<file path="config.mk">
export PLATFORM = sky130hd
export DESIGN_NAME = pipeline_hazard_ctrl
export DESIGN_NICKNAME = d
export VERILOG_FILES = /design/src/rtl/riscv_pkg.sv /design/src/rtl/pipeline_hazard_ctrl_sat_counter.sv /design/src/rtl/pipeline_hazard_ctrl.sv
export SDC_FILE = /design/constraint.sdc
export NUM_CORES = 1
export LEC_CHECK = 0
export ABC_CLOCK_PERIOD_IN_PS = 6200
export BUFFER_PORTS_ARGS = -buffer_cell sky130_fd_sc_hd__buf_2
export CAP_MARGIN = 5
export CORE_MARGIN = 4
export CORE_UTILIZATION = 35
export DETAILED_ROUTE_END_ITERATION = 8
export HOLD_SLACK_MARGIN = 0.12
export PLACE_DENSITY = 0.64
export SLEW_MARGIN = 20
export SYNTH_ARGS = -nofsm -noshare
export SYNTH_HDL_FRONTEND = slang
export SYNTH_SLANG_ARGS = --single-unit
</file>
<file path="constraint.sdc">
create_clock -name clk -period 6.2 [get_ports clk]
set_input_delay 0.62 -clock clk [delete_from_list [all_inputs] [get_ports clk]]
set_output_delay 0.62 -clock clk [all_outputs]
set_load 0.005 [all_outputs]
</file>
<file path="src/rtl/riscv_pkg.sv">
// Shared types and constants for the RV32 pipeline hazard scheduler:
// opcodes, FSM/forwarding encodings, the shadow-slot record and source-match helpers.
package riscv_pkg;

    localparam logic [6:0] OP_LW     = 7'b0000011;
    localparam logic [6:0] OP_SW     = 7'b0100011;
    localparam logic [6:0] OP_R_TYPE = 7'b0110011;
    localparam logic [6:0] OP_BEQ    = 7'b1100011;
    localparam logic [6:0] OP_ADDI   = 7'b0010011;

    localparam logic [31:0] NOP = 32'h0000_0013;

    typedef enum logic [1:0] {
        RUN   = 2'd0,
        STALL = 2'd1,
        FLUSH = 2'd2
    } hz_state_e;

    typedef enum logic [1:0] {
        REG   = 2'b00,
        EXMEM = 2'b10,
        MEMWB = 2'b01
    } fwd_sel_e;

    // Sources are stored already masked: an unused operand is recorded as x0.
    typedef struct packed {
        logic [4:0] rd;
        logic       reg_write;
        logic       mem_read;
        logic [4:0] rs1;
        logic [4:0] rs2;
    } shadow_slot_t;

    function automatic logic uses_rs1(input logic [6:0] op);
        return (op == OP_R_TYPE) || (op == OP_SW) || (op == OP_BEQ) ||
               (op == OP_ADDI)   || (op == OP_LW);
    endfunction

    function automatic logic uses_rs2(input logic [6:0] op);
        return (op == OP_R_TYPE) || (op == OP_SW) || (op == OP_BEQ);
    endfunction

    function automatic logic src_hit(input logic [4:0] rd, input logic [4:0] rs1,
                                     input logic [4:0] rs2);
        return (rd != 5'd0) && ((rd == rs1) || (rd == rs2));
    endfunction

    function automatic fwd_sel_e fwd_pick(input logic [4:0] rs, input shadow_slot_t mem,
                                          input shadow_slot_t wb);
        if (mem.reg_write && mem.rd != 5'd0 && mem.rd == rs) return EXMEM;
        if (wb.reg_write && wb.rd != 5'd0 && wb.rd == rs)     return MEMWB;
        return REG;
    endfunction

endpackage

</file>
<file path="src/rtl/pipeline_hazard_ctrl_sat_counter.sv">
// Saturating up-counter: increments on en, sticks at all-ones, clears on reset.
module sat_counter #(
    parameter int W = 16
) (
    input  logic         clk,
    input  logic         rst_n,
    input  logic         en,
    output logic [W-1:0] count
);

    logic [W-1:0] count_q, count_d;

    always_comb begin
        count_d = count_q;
        if (en && (count_q != {W{1'b1}})) count_d = count_q + W'(1);
    end

    always_ff @(posedge clk or negedge rst_n) begin
        if (!rst_n) count_q <= '0;
        else        count_q <= count_d;
    end

    assign count = count_q;

endmodule

</file>
<file path="src/rtl/pipeline_hazard_ctrl.sv">
// ID-stage hazard scheduler for the 5-stage RV32 pipeline: load-use/RAW stalls, branch flushes.
// Define FWD_EN to enable EX operand forwarding (only load-use then stalls).
module pipeline_hazard_ctrl
    import riscv_pkg::*;
#(
    parameter int CNT_W       = 16,
    parameter int FLUSH_EXTRA = 0
) (
    input  logic             clk,
    input  logic             rst_n,
    input  logic [31:0]      id_instr,
    input  logic             id_mem_read,
    input  logic             id_reg_write,
    input  logic             ex_branch_taken,
    output logic             pc_write,
    output logic             ifid_write,
    output logic             ifid_flush,
    output logic             idex_bubble,
    output logic [1:0]       fwd_a,
    output logic [1:0]       fwd_b,
    output logic [1:0]       state_o,
    output logic [CNT_W-1:0] stall_cnt,
    output logic [CNT_W-1:0] flush_cnt
);

    hz_state_e    state_q, state_d;
    logic [2:0]   fcnt_q, fcnt_d;
    shadow_slot_t ex_q, ex_d, mem_q, wb_q;

    logic [6:0] id_op;
    logic [4:0] id_src1, id_src2;
    logic       hazard;

    assign id_op   = id_instr[6:0];
    assign id_src1 = uses_rs1(id_op) ? id_instr[19:15] : 5'd0;
    assign id_src2 = uses_rs2(id_op) ? id_instr[24:20] : 5'd0;

`ifdef FWD_EN
    assign hazard = ex_q.mem_read && src_hit(ex_q.rd, id_src1, id_src2);
    assign fwd_a  = fwd_pick(ex_q.rs1, mem_q, wb_q);
    assign fwd_b  = fwd_pick(ex_q.rs2, mem_q, wb_q);
`else
    // WB writes the regfile before ID reads it, so only EX and MEM producers stall.
    assign hazard = (ex_q.reg_write  && src_hit(ex_q.rd,  id_src1, id_src2)) ||
                    (mem_q.reg_write && src_hit(mem_q.rd, id_src1, id_src2));
    assign fwd_a  = REG;
    assign fwd_b  = REG;
`endif

    // NOTE: every always_comb output gets a default first so no path can infer a latch.
    always_comb begin
        pc_write    = 1'b1;
        ifid_write  = 1'b1;
        ifid_flush  = 1'b0;
        idex_bubble = 1'b0;
        state_d     = RUN;
        fcnt_d      = fcnt_q;

        if (ex_branch_taken) begin
            ifid_flush  = 1'b1;
            idex_bubble = 1'b1;
            fcnt_d      = 3'(FLUSH_EXTRA);
            state_d     = (FLUSH_EXTRA > 0) ? FLUSH : RUN;
        end else if (state_q == FLUSH) begin
            ifid_flush  = 1'b1;
            idex_bubble = 1'b1;
            fcnt_d      = fcnt_q - 3'd1;
            state_d     = (fcnt_q <= 3'd1) ? RUN : FLUSH;
        end else if (hazard) begin
            pc_write    = 1'b0;
            ifid_write  = 1'b0;
            idex_bubble = 1'b1;
            state_d     = STALL;
        end
    end

    always_comb begin
        ex_d = '0;
        if (!idex_bubble) begin
            ex_d.rd        = id_instr[11:7];
            ex_d.reg_write = id_reg_write;
            ex_d.mem_read  = id_mem_read;
            ex_d.rs1       = id_src1;
            ex_d.rs2       = id_src2;
        end
    end

    // NOTE: sequential state uses non-blocking assignments so all flops update together.
    always_ff @(posedge clk or negedge rst_n) begin
        if (!rst_n) begin
            state_q <= RUN;
            fcnt_q  <= '0;
            ex_q    <= '0;
            mem_q   <= '0;
            wb_q    <= '0;
        end else begin
            state_q <= state_d;
            fcnt_q  <= fcnt_d;
            ex_q    <= ex_d;
            mem_q   <= ex_q;
            wb_q    <= mem_q;
        end
    end

    assign state_o = state_q;

    sat_counter #(.W(CNT_W)) u_stall_cnt (
        .clk   (clk),
        .rst_n (rst_n),
        .en    (~pc_write),
        .count (stall_cnt)
    );

    sat_counter #(.W(CNT_W)) u_flush_cnt (
        .clk   (clk),
        .rst_n (rst_n),
        .en    (ifid_flush),
        .count (flush_cnt)
    );

    // Fields not consumed in every build configuration.
    logic unused_bits;
    assign unused_bits = ^{id_instr[31:25], id_instr[14:12], ex_q, mem_q, wb_q};

endmodule

</file>
* Word-level counts from Yosys, hierarchy flattened
Index checks and enable logic that the tools add are counted.
W data, S select, Z words.
** Storage, ports and cells
- Output and inout bits :: 42
- Word-level logic and storage cells :: 58
- Bits in registers :: 49
- Input bits :: 37
** Operators by class
- Bitwise gates (word level) :: 1
- Add/subtract/negate cells :: 3
- Eq/ne operators :: 12
- Reduce and logical (&&, ||, !) cells :: 16
- Multiplexer cells :: 17
- $lt $le $gt $ge :: 1
** Operators by type and width (count)
- $add A16 B1 Y16 const B :: 2
- $ne A16 B16 Y1 const B :: 2
- $eq A5 B5 Y1 :: 4
- $mux W17 :: 1
- $eq A7 B6 Y1 const B :: 2
- $mux W5 :: 2
- $reduce_bool A5 Y1 :: 2
- $mux W1 :: 9
- $eq A7 B2 Y1 const B :: 1
- $eq A7 B5 Y1 const B :: 1
- $eq A7 B7 Y1 const B :: 1
- $logic_or A1 B1 Y1 :: 7
- $logic_and A1 B1 Y1 :: 6
- $mux W2 :: 3
- $mux W3 :: 2
- $le A3 B1 Y1 const B :: 1
- $sub A3 B1 Y3 const B :: 1
- $eq A2 B2 Y1 const B :: 1
- $reduce_bool A2 Y1 :: 1
- $not A1 Y1 :: 1

* Longest topological paths before layout
Gate-level depths: netlist of run 1.
- Word-level depth :: 16
- Depth in mapped cells :: 9
- Gate-level depth less buffers :: 8

* By module
Synthesis of run 1 repeated with hierarchy kept, for this count alone.
** Unflattened totals
- Cells, all modules :: 275
- Area, all modules :: 2940.3 µm²
** Modules (own cells, without submodules)
- sat_counter :: seq. area each 400.4 µm², area each 859.6 µm², cells each 72, instances 2
- pipeline_hazard_ctrl :: seq. area each 425.4 µm², area each 1221.2 µm², cells each 131, instances 1

* Least setup slack after synthesis of run 1
Ideal clock, no wire load.
- Path type :: input to output
- From :: input id_instr[2]
- To :: output idex_bubble
- Path slack :: 3.370 ns
- Arrival time :: 2.210 ns
- Path buffers :: 2
- Stages on the path :: 9
- Cell sequence :: and4bb_2 -> buf_4 -> o211ai_1 -> a2bb2oi_1 -> nor4b_4 -> a2111oi_4 -> buf_6 -> and2_1 -> inv_1
** On the way
- Cells in the longest elaborated chain, start to end :: 14
** RTL lines
- from (decl) :: RTL line pipeline_hazard_ctrl.sv:11 : input logic [31:0] id_instr,
- $eq A7 B6 Y1 :: RTL line riscv_pkg.sv:35, riscv_pkg.sv:40
- $logic_or A1 B1 Y1 (2 in series) :: RTL line riscv_pkg.sv:35, riscv_pkg.sv:40
- $logic_or A1 B1 Y1 :: RTL line riscv_pkg.sv:35 : return (op == OP_R_TYPE) || (op == OP_SW) || (op == OP_BEQ) ||
- $logic_or A1 B1 Y1 :: RTL line riscv_pkg.sv:36 : (op == OP_ADDI) || (op == OP_LW);
- $mux W5 :: RTL line pipeline_hazard_ctrl.sv:35 : assign id_src1 = uses_rs1(id_op) ? id_instr[19:15] : 5'd0;
- $eq A5 B5 Y1 :: RTL line riscv_pkg.sv:45 : return (rd != 5'd0) && ((rd == rs1) || (rd == rs2));
- $logic_or A1 B1 Y1 :: RTL line riscv_pkg.sv:45
- $logic_and A1 B1 Y1 :: RTL line riscv_pkg.sv:45
- $logic_and A1 B1 Y1, on equally long branches :: RTL line pipeline_hazard_ctrl.sv:44, pipeline_hazard_ctrl.sv:45
- $logic_or A1 B1 Y1 * :: RTL line pipeline_hazard_ctrl.sv:44 : assign hazard = (ex_q.reg_write && src_hit(ex_q.rd, id_src1, id_src2)) ||
- $mux W1 * :: RTL line pipeline_hazard_ctrl.sv:69 : end else if (hazard) begin
- $mux W1 * :: RTL line pipeline_hazard_ctrl.sv:64 : end else if (state_q == FLUSH) begin
- $mux W1 * :: RTL line pipeline_hazard_ctrl.sv:59 : if (ex_branch_taken) begin
- to (decl) :: RTL line pipeline_hazard_ctrl.sv:18 : output logic idex_bubble,
Mark *: on every way between the ends. The rest lies on a longest branch, timed or not.

* Final worst setup path of run 1
- From :: register ex_q[12] in the netlist's numbering
- To :: output idex_bubble
** On the way
- Cells in the longest elaborated chain, start to end :: 8
** RTL lines
- from (decl) :: RTL line pipeline_hazard_ctrl.sv:28 : shadow_slot_t ex_q, ex_d, mem_q, wb_q;
- from (signal assigned) :: RTL line pipeline_hazard_ctrl.sv:93 : ex_q <= '0;
- from (signal assigned) :: RTL line pipeline_hazard_ctrl.sv:99 : ex_q <= ex_d;
- $eq A5 B5 Y1 :: RTL line riscv_pkg.sv:45
- $logic_or A1 B1 Y1 :: RTL line riscv_pkg.sv:45
- $logic_and A1 B1 Y1 * :: RTL line riscv_pkg.sv:45
- $logic_and A1 B1 Y1 * :: RTL line pipeline_hazard_ctrl.sv:44
- $logic_or A1 B1 Y1 * :: RTL line pipeline_hazard_ctrl.sv:44
- $mux W1 * :: RTL line pipeline_hazard_ctrl.sv:69
- $mux W1 * :: RTL line pipeline_hazard_ctrl.sv:64
- $mux W1 * :: RTL line pipeline_hazard_ctrl.sv:59
Marks and branches as above.

==> results.md, run 1 <==
- Layout cells sized above 1: 26.5%
- Drt pass-1 iters: 4
- Leakage Power: ~1.6 nW
- # diodes: 0
- Yosys reg bits: between 40 and 50
- Clock sinks: 49
- VDD IR max: between 0.2 and 0.25 mV
- Slew headroom: 52.7%
- RSZ-0062 raised after global routing: false
- Ys async rst share: 100%
- Critical Path Start Type: flop
- IO buf count: 63
- Ports: 79
- First-pass GRT wire length: about 10000 um
- Leading area contributor after synthesis: dfrtp_1
- Clk slew on worst S/H paths: 80 ps
- Hold Buf Count CTS: 0
- Reg area: 0.00123 mm2
- Via/cell ratio: 5.07
- Detailed Place HPWL: ~4500 um
- M1 GR Usage: roughly a fifth
- Final Net Count: 365
- Synth top cells by count: dfrtp_1, xor2_1, nor2_1, nand2_1, xnor2_1
- Initial Util: between 30% and 40%
- Sequential share of the synthesized area: approximately 45%
- Initial antenna violation count: 0
- GP Congestion: roughly 0.79
- Cell at the root of the clock tree: clkbuf_8
- Tcrit/Tclk final: a little over half
- Post-CTS sizing: 0
- Final setup fails: 0
- Post-synth EDFFs: 0
- First DRT Iteration DRCs: just over 90
- YS warnings: 0
- Tot GR Track Use: between 10% and 20%
- Post-layout min period: around 3300 ps
- Crit path cell chain: or4_1, o21ai_1, a21oi_1, nor4b_4, a2111oi_4, buf_4, and2_1, inv_1, buf_2
- Final wirelength: between 6000 and 7000 um
- Multi-input combinational cell area: approximately 0.0014 mm2
- Slew @ Worst Pin: ~700 ps
- Post-route DRC: 0
- H-tree depth: 2
- Core footprint: 0.00741 mm2
- Largest net degree at the start of global routing: 50
- Top cells by area, synth: dfrtp_1, xor2_1, xnor2_1
- Peak-usage layer in the global routing report: met2
- Post-CTS setup buffer count: 0
- Mapped cell area: roughly 0.0027 mm2
- CP Capture Type: output port
- Synth cell types: 57
- Grt ovf: 0
- Routed len/inst: about 14 um
- Met2 Usage GRT: between 20 and 25%
- Fmax: ~300 MHz
- PwrDens: ~250 mW/mm2
- Total CTS buffers: 5
- Via count: between 2000 and 2500
- WP data arrival: 2720 ps
- Hold WC Path Type: in2async
- Fin util: a little over two fifths
- Slowest stage cell, crit path: or4_1
- ANT nets after route: 0
- Clk_lat worst skew: between 200 and 300 ps
- Chip Height: ~96 um
- Count leader, synth: dfrtp_1
- Yosys top cell area share: 45.2%
- Top_reg_cell synth: dfrtp_1
- Syn avg cell area: 10.4 um2
- Die W: roughly 96 um
- Critical path fanouts, max: 22
- Clk buf depth: 2
- Worst Path Required: ~5600 ps
- Row Count: 31
- Die ar.: just over 0.009 mm2
- Max Slew Vio Count: 0
- Fin. Hold Viols: 0
- Area delta synth->final: 17.3%
- Max incr delay on CP: about 540 ps
- Synth Instances: 260
- Met3 usage: under 10%
- Fillers: around 730
- Status: complete, no violations
- Clock skew: between 7 and 8 ps
- Max Cap Violations: 0
- CTS tree: done
- Vias in the first global route: around 2100
- WS Path Type: reg2out
- Setup tns final: 0 ps
==> critical path, delay by kind of cell, from the launching register on <==
family                 cells  cell delay [ps]
flip-flops                 1              470
AND/OR/NAND/NOR            3              850
buffers and inverters      3              450
AO/OA/AOI/OAI              3              630
==> registers in the layout (all words and copies together) (netlist names) <==
register	flops
fcnt_q	3
u_flush_cnt.count	16
u_stall_cnt.count	16
state_o	2
ex_q	6
mem_q	6
==> layer usage <==
layer	share of wire [%]	up-vias
met4	0.78	0
met2	47	70
met3	7.0	5
met1	46	1021
li1	-	1049
met5	0	-
==> power breakdown <==
group	switching (mW)	internal, mW	total (mW)
combinational	0.0916	0.0958	0.187
clock	0.0973	0.0887	0.186
sequential	0.0558	0.363	0.419
total	0.245	0.547	0.792
==> layout make-up <==
cell class              instances  area share, %
multi-input cells             191           43.1
flip-flops and latches         49           38.5
repair buffers                 64           10.2
well taps                      99           3.89
clock buffers                   7           2.71
inverters                      13           1.53
==> layout by cell type, fill, tap and decap left out, drive strengths merged, types with 2 or more instances in the layout <==
cell type   n
a2111oi     2
a21boi      2
a21oi       4
a2bb2oi     3
a31oi       5
and3       13
and4        2
and4bb      2
buf        64
clkbuf      7
conb        4
dfrtp      49
ha          4
inv        13
mux2        2
nand2      15
nand2b      4
nand3      13
nand4       4
nor2       20
nor2b       4
nor3        7
nor3b       5
nor4        6
nor4b       2
nor4bb      3
o211ai      5
o21ai       4
o221ai      2
or2         2
or4         2
xnor2      14
xor2       24
==> metrics by stage <==
stage	cell area [um2]	setup WS (ps)	total power, mW	instances	hold slack (ps)
2_1_floorplan	2730	3370	0.532	263	324
3_3_place_gp	3100	3010	0.607	416	358
3_5_place_dp	3100	2990	0.614	416	357
4_1_cts	3180	2810	0.805	423	377
5_1_grt	3180	2660	0.848	423	377
6_report	3180	2860	0.792	423	337
==> worst paths after layout <==
path | start | end | slack, ps | depth (start not counted)
min in group clk | ex_q[11] | mem_q[11] | 370 | 0
max | ex_q[12] | idex_bubble | 2860 | 9
max in group asynchronous | rst_n | u_stall_cnt.count[11] | 5440 | 1
min reg2reg | ex_q[11] | mem_q[11] | 370 | 0
max reg2reg | ex_q[12] | u_stall_cnt.count[1] | 3570 | 8
min | rst_n | u_flush_cnt.count[5] | 340 | 1
==> cell families (layout without fill, tap and decap cells) <==
kind of cell,after synthesis,after routing,share of synthesized area [%]
and+or+nand+nor,107,107,23.8
buffers and inverters,23,84,4.61
other,1,4,0.138
DFF,49,49,45.2
muxes,2,2,0.968
adders and majority gates,4,4,1.84
xor gates and xnor gates,38,38,12.3
AOI/OAI and AO/OA,36,36,11.2
No activity file was read; power rests on OpenSTA's default activity.
==> inputs of run 2 (changes only) <==
--- a/config.mk
+++ b/config.mk
@@ -5,14 +5,14 @@
 export SDC_FILE = /design/constraint.sdc
 export NUM_CORES = 1
 export LEC_CHECK = 0
-export ABC_CLOCK_PERIOD_IN_PS = 6200
+export ABC_CLOCK_PERIOD_IN_PS = 2960
 export BUFFER_PORTS_ARGS = -buffer_cell sky130_fd_sc_hd__buf_2
 export CAP_MARGIN = 5
 export CORE_MARGIN = 4
 export CORE_UTILIZATION = 35
 export DETAILED_ROUTE_END_ITERATION = 8
 export HOLD_SLACK_MARGIN = 0.12
-export PLACE_DENSITY = 0.64
+export PLACE_DENSITY = 0.66
 export SLEW_MARGIN = 20
 export SYNTH_ARGS = -nofsm -noshare
 export SYNTH_HDL_FRONTEND = slang
==> constraint.sdc (replaced) <==
create_clock -name clk -period 2.96 [get_ports clk]
set_input_delay 0.296 -clock clk [delete_from_list [all_inputs] [get_ports clk]]
set_output_delay 0.296 -clock clk [all_outputs]
set_load 0.005 [all_outputs]
==> run 2 against run 1 <==
Compared with the run above: global-route usage fell by 0.24 points; final area up 2.7%; core utilization is 1.1 points higher; first-iteration DRC count fell by 31%; highest routed layer unchanged.
==> results.md, run 2 (synthesis results as in run 1) <==
- Status: complete, no violations
- Pint: 1.22 mW
- Tot GR Track Use: 13.6%
- Reg2reg start: mem_q[12]
- CTS tree: done
- Max Cap Violations: 0
- First-pass GRT wire length: slightly below 10000 um
- ANT nets after route: 0
- Slew @ Worst Pin: approximately 630 ps
- Via count: between 2000 and 2500
- Via/cell ratio: 5.10
- Cell at the root of the clock tree: clkbuf_8
- Seq pwr share: about half
- Grt ovf: 0
- WS Path Type: reg2out
- Worst Hold End: fcnt_q[2]
- Post-layout min period: 2830 ps
- Comb power frac: 24.0%
- Clock skew: around 7.7 ps
- Critical path fanouts, max: 7
- NetSw: 517 uW
- Die ar.: just over 0.009 mm2
- Setup tns final: 0 ps
- R2R Setup Slk: between 200 and 250 ps
- Leakage Power: about 1.6 nW
- Post-route DRC: 0
- PwrDens: ~530 mW/mm2
- Final wirelength: 5990 um
- Clock sinks: 49
- Critical Path Start Type: flop
- Hold path cells: 2
- Critical Path Start: mem_q[12]
- VDD IR max: about 0.34 mV
- Area delta synth->final: 20.5%
- Largest net degree at the start of global routing: 50
- DR WL met2: 2970 um
- Vias in the first global route: about 2100
- Routed len/inst: approximately 14 um
- Fillers: ~740
- Initial Util: between 30% and 40%
- Die W: just under 100 um
- Detailed Place HPWL: 4460 um
- WHS: between 200 and 250 ps
- Post-Layout Cell Count: 430
- Hold Crit Start: ex_branch_taken
- WP data arrival: about 2500 ps
- Clk buf depth: 2
- RSZ-0062 raised after global routing: false
- Commonest non-fill, non-tap cell in the layout: buf_2
- Clk network pwr share: ~26%
- Top sig layer: met4
- Clk_lat worst skew: a little under 300 ps
- H-tree depth: 2
- Final setup fails: 0
- Reg area: ~0.0012 mm2
- Sw Ratio: 29.7%
- Total CTS buffers: 5
- Chip Height: between 90 and 100 um
- Fin. Hold Viols: 0
- Multi-input combinational cell area: about 0.0014 mm2
- Clk slew on worst S/H paths: approximately 80 ps
- Worst Path Required: around 2700 ps
- Hold WC Path Type: in2reg
- # placed instances: 420
- Slew headroom: 57.3%
- CP Capture Type: output port
- Metal3 WL: roughly 390 um
- Ports: between 70 and 80
- Layout cells sized above 1: 28.1%
- Fmax: roughly 350 MHz
- Row Count: 31
- Tcrit/Tclk final: 95.5%
- Reg2reg end: u_stall_cnt.count[1]
- # diodes: 0
- IO buf count: 63
- WL met1: between 2000 and 3000 um
- GP Congestion: between 0.8 and 0.9
- Final Net Count: roughly 370
- Core footprint: around 0.0074 mm2
- Drt pass-1 iters: 4
- Worst r2r path cells: 9
- Most frequent cells in the layout: buf_2, dfrtp_1, xor2_1, nor2_1, nand2_1
- Initial antenna violation count: 0
- Max Slew Vio Count: 0
- First DRT Iteration DRCs: between 60 and 70
run 2: critical path, cell delays in order (launching register included):
cell	delay, ps
dfrtp_1	450
or4_1	560
o21ai_2	210
nor2b_1	70
and4bb_4	210
a2111oi_4	390
and2_1	180
inv_1	50
buf_2	120
run 2: worst max path at each step:
stage	end	slack, ps	cells past startpoint
floorplan	idex_bubble	560	8
global placement	u_stall_cnt.count[1]	370	8
detailed placement	u_stall_cnt.count[1]	330	8
CTS	idex_bubble	50	8
global route	idex_bubble	2	8
finish	idex_bubble	130	8
run 2: power by group through the flow:
stage | combinational, mW | clock, mW | sequential [mW]
2_1_floorplan | 0.242 | 0 | 0.873
3_3_place_gp | 0.409 | 0 | 0.880
3_5_place_dp | 0.414 | 0 | 0.884
4_1_cts | 0.416 | 0.473 | 0.873
5_1_grt | 0.471 | 0.499 | 0.893
6_report | 0.417 | 0.451 | 0.871
run 2: final cells by class:
cell class              count  area share (%)
clock inverters             2            1.07
inverters                  13            1.49
well taps                  99            3.79
clock buffers               5            2.10
repair buffers             71            12.0
multi-input cells         191            42.0
flip-flops and latches     49            37.5
run 2: timing repair:
| item | in CTS | in global routing |
|---|---|---|
| endpoints found under the setup margin | 0 | 1 |
| endpoints found under the hold margin | 0 | 49 |
| setup buffers | 0 | 2 |
| hold buffers | 0 | 1 |
| gates resized for setup | 0 | 0 |
run 2: per-stage QoR:
stage	power (mW)	instance area (um2)	worst slack, ps	util [%]
floorplan	1.11	2730	563	-
detailed placement	1.30	3140	331	42.4
finish	1.74	3270	133	44.1
CTS	1.76	3240	52.3	43.8
global route	1.86	3270	1.81	44.1
global placement	1.29	3140	370	42.4
run 2: metal layers:
layer / track usage (%) / vias up
met5: 0 / -
met4: 3.44 / 0
met3: 3.91 / 6
met2: 23.5 / 53
met1: 16.6 / 1070
li1: - / 1062
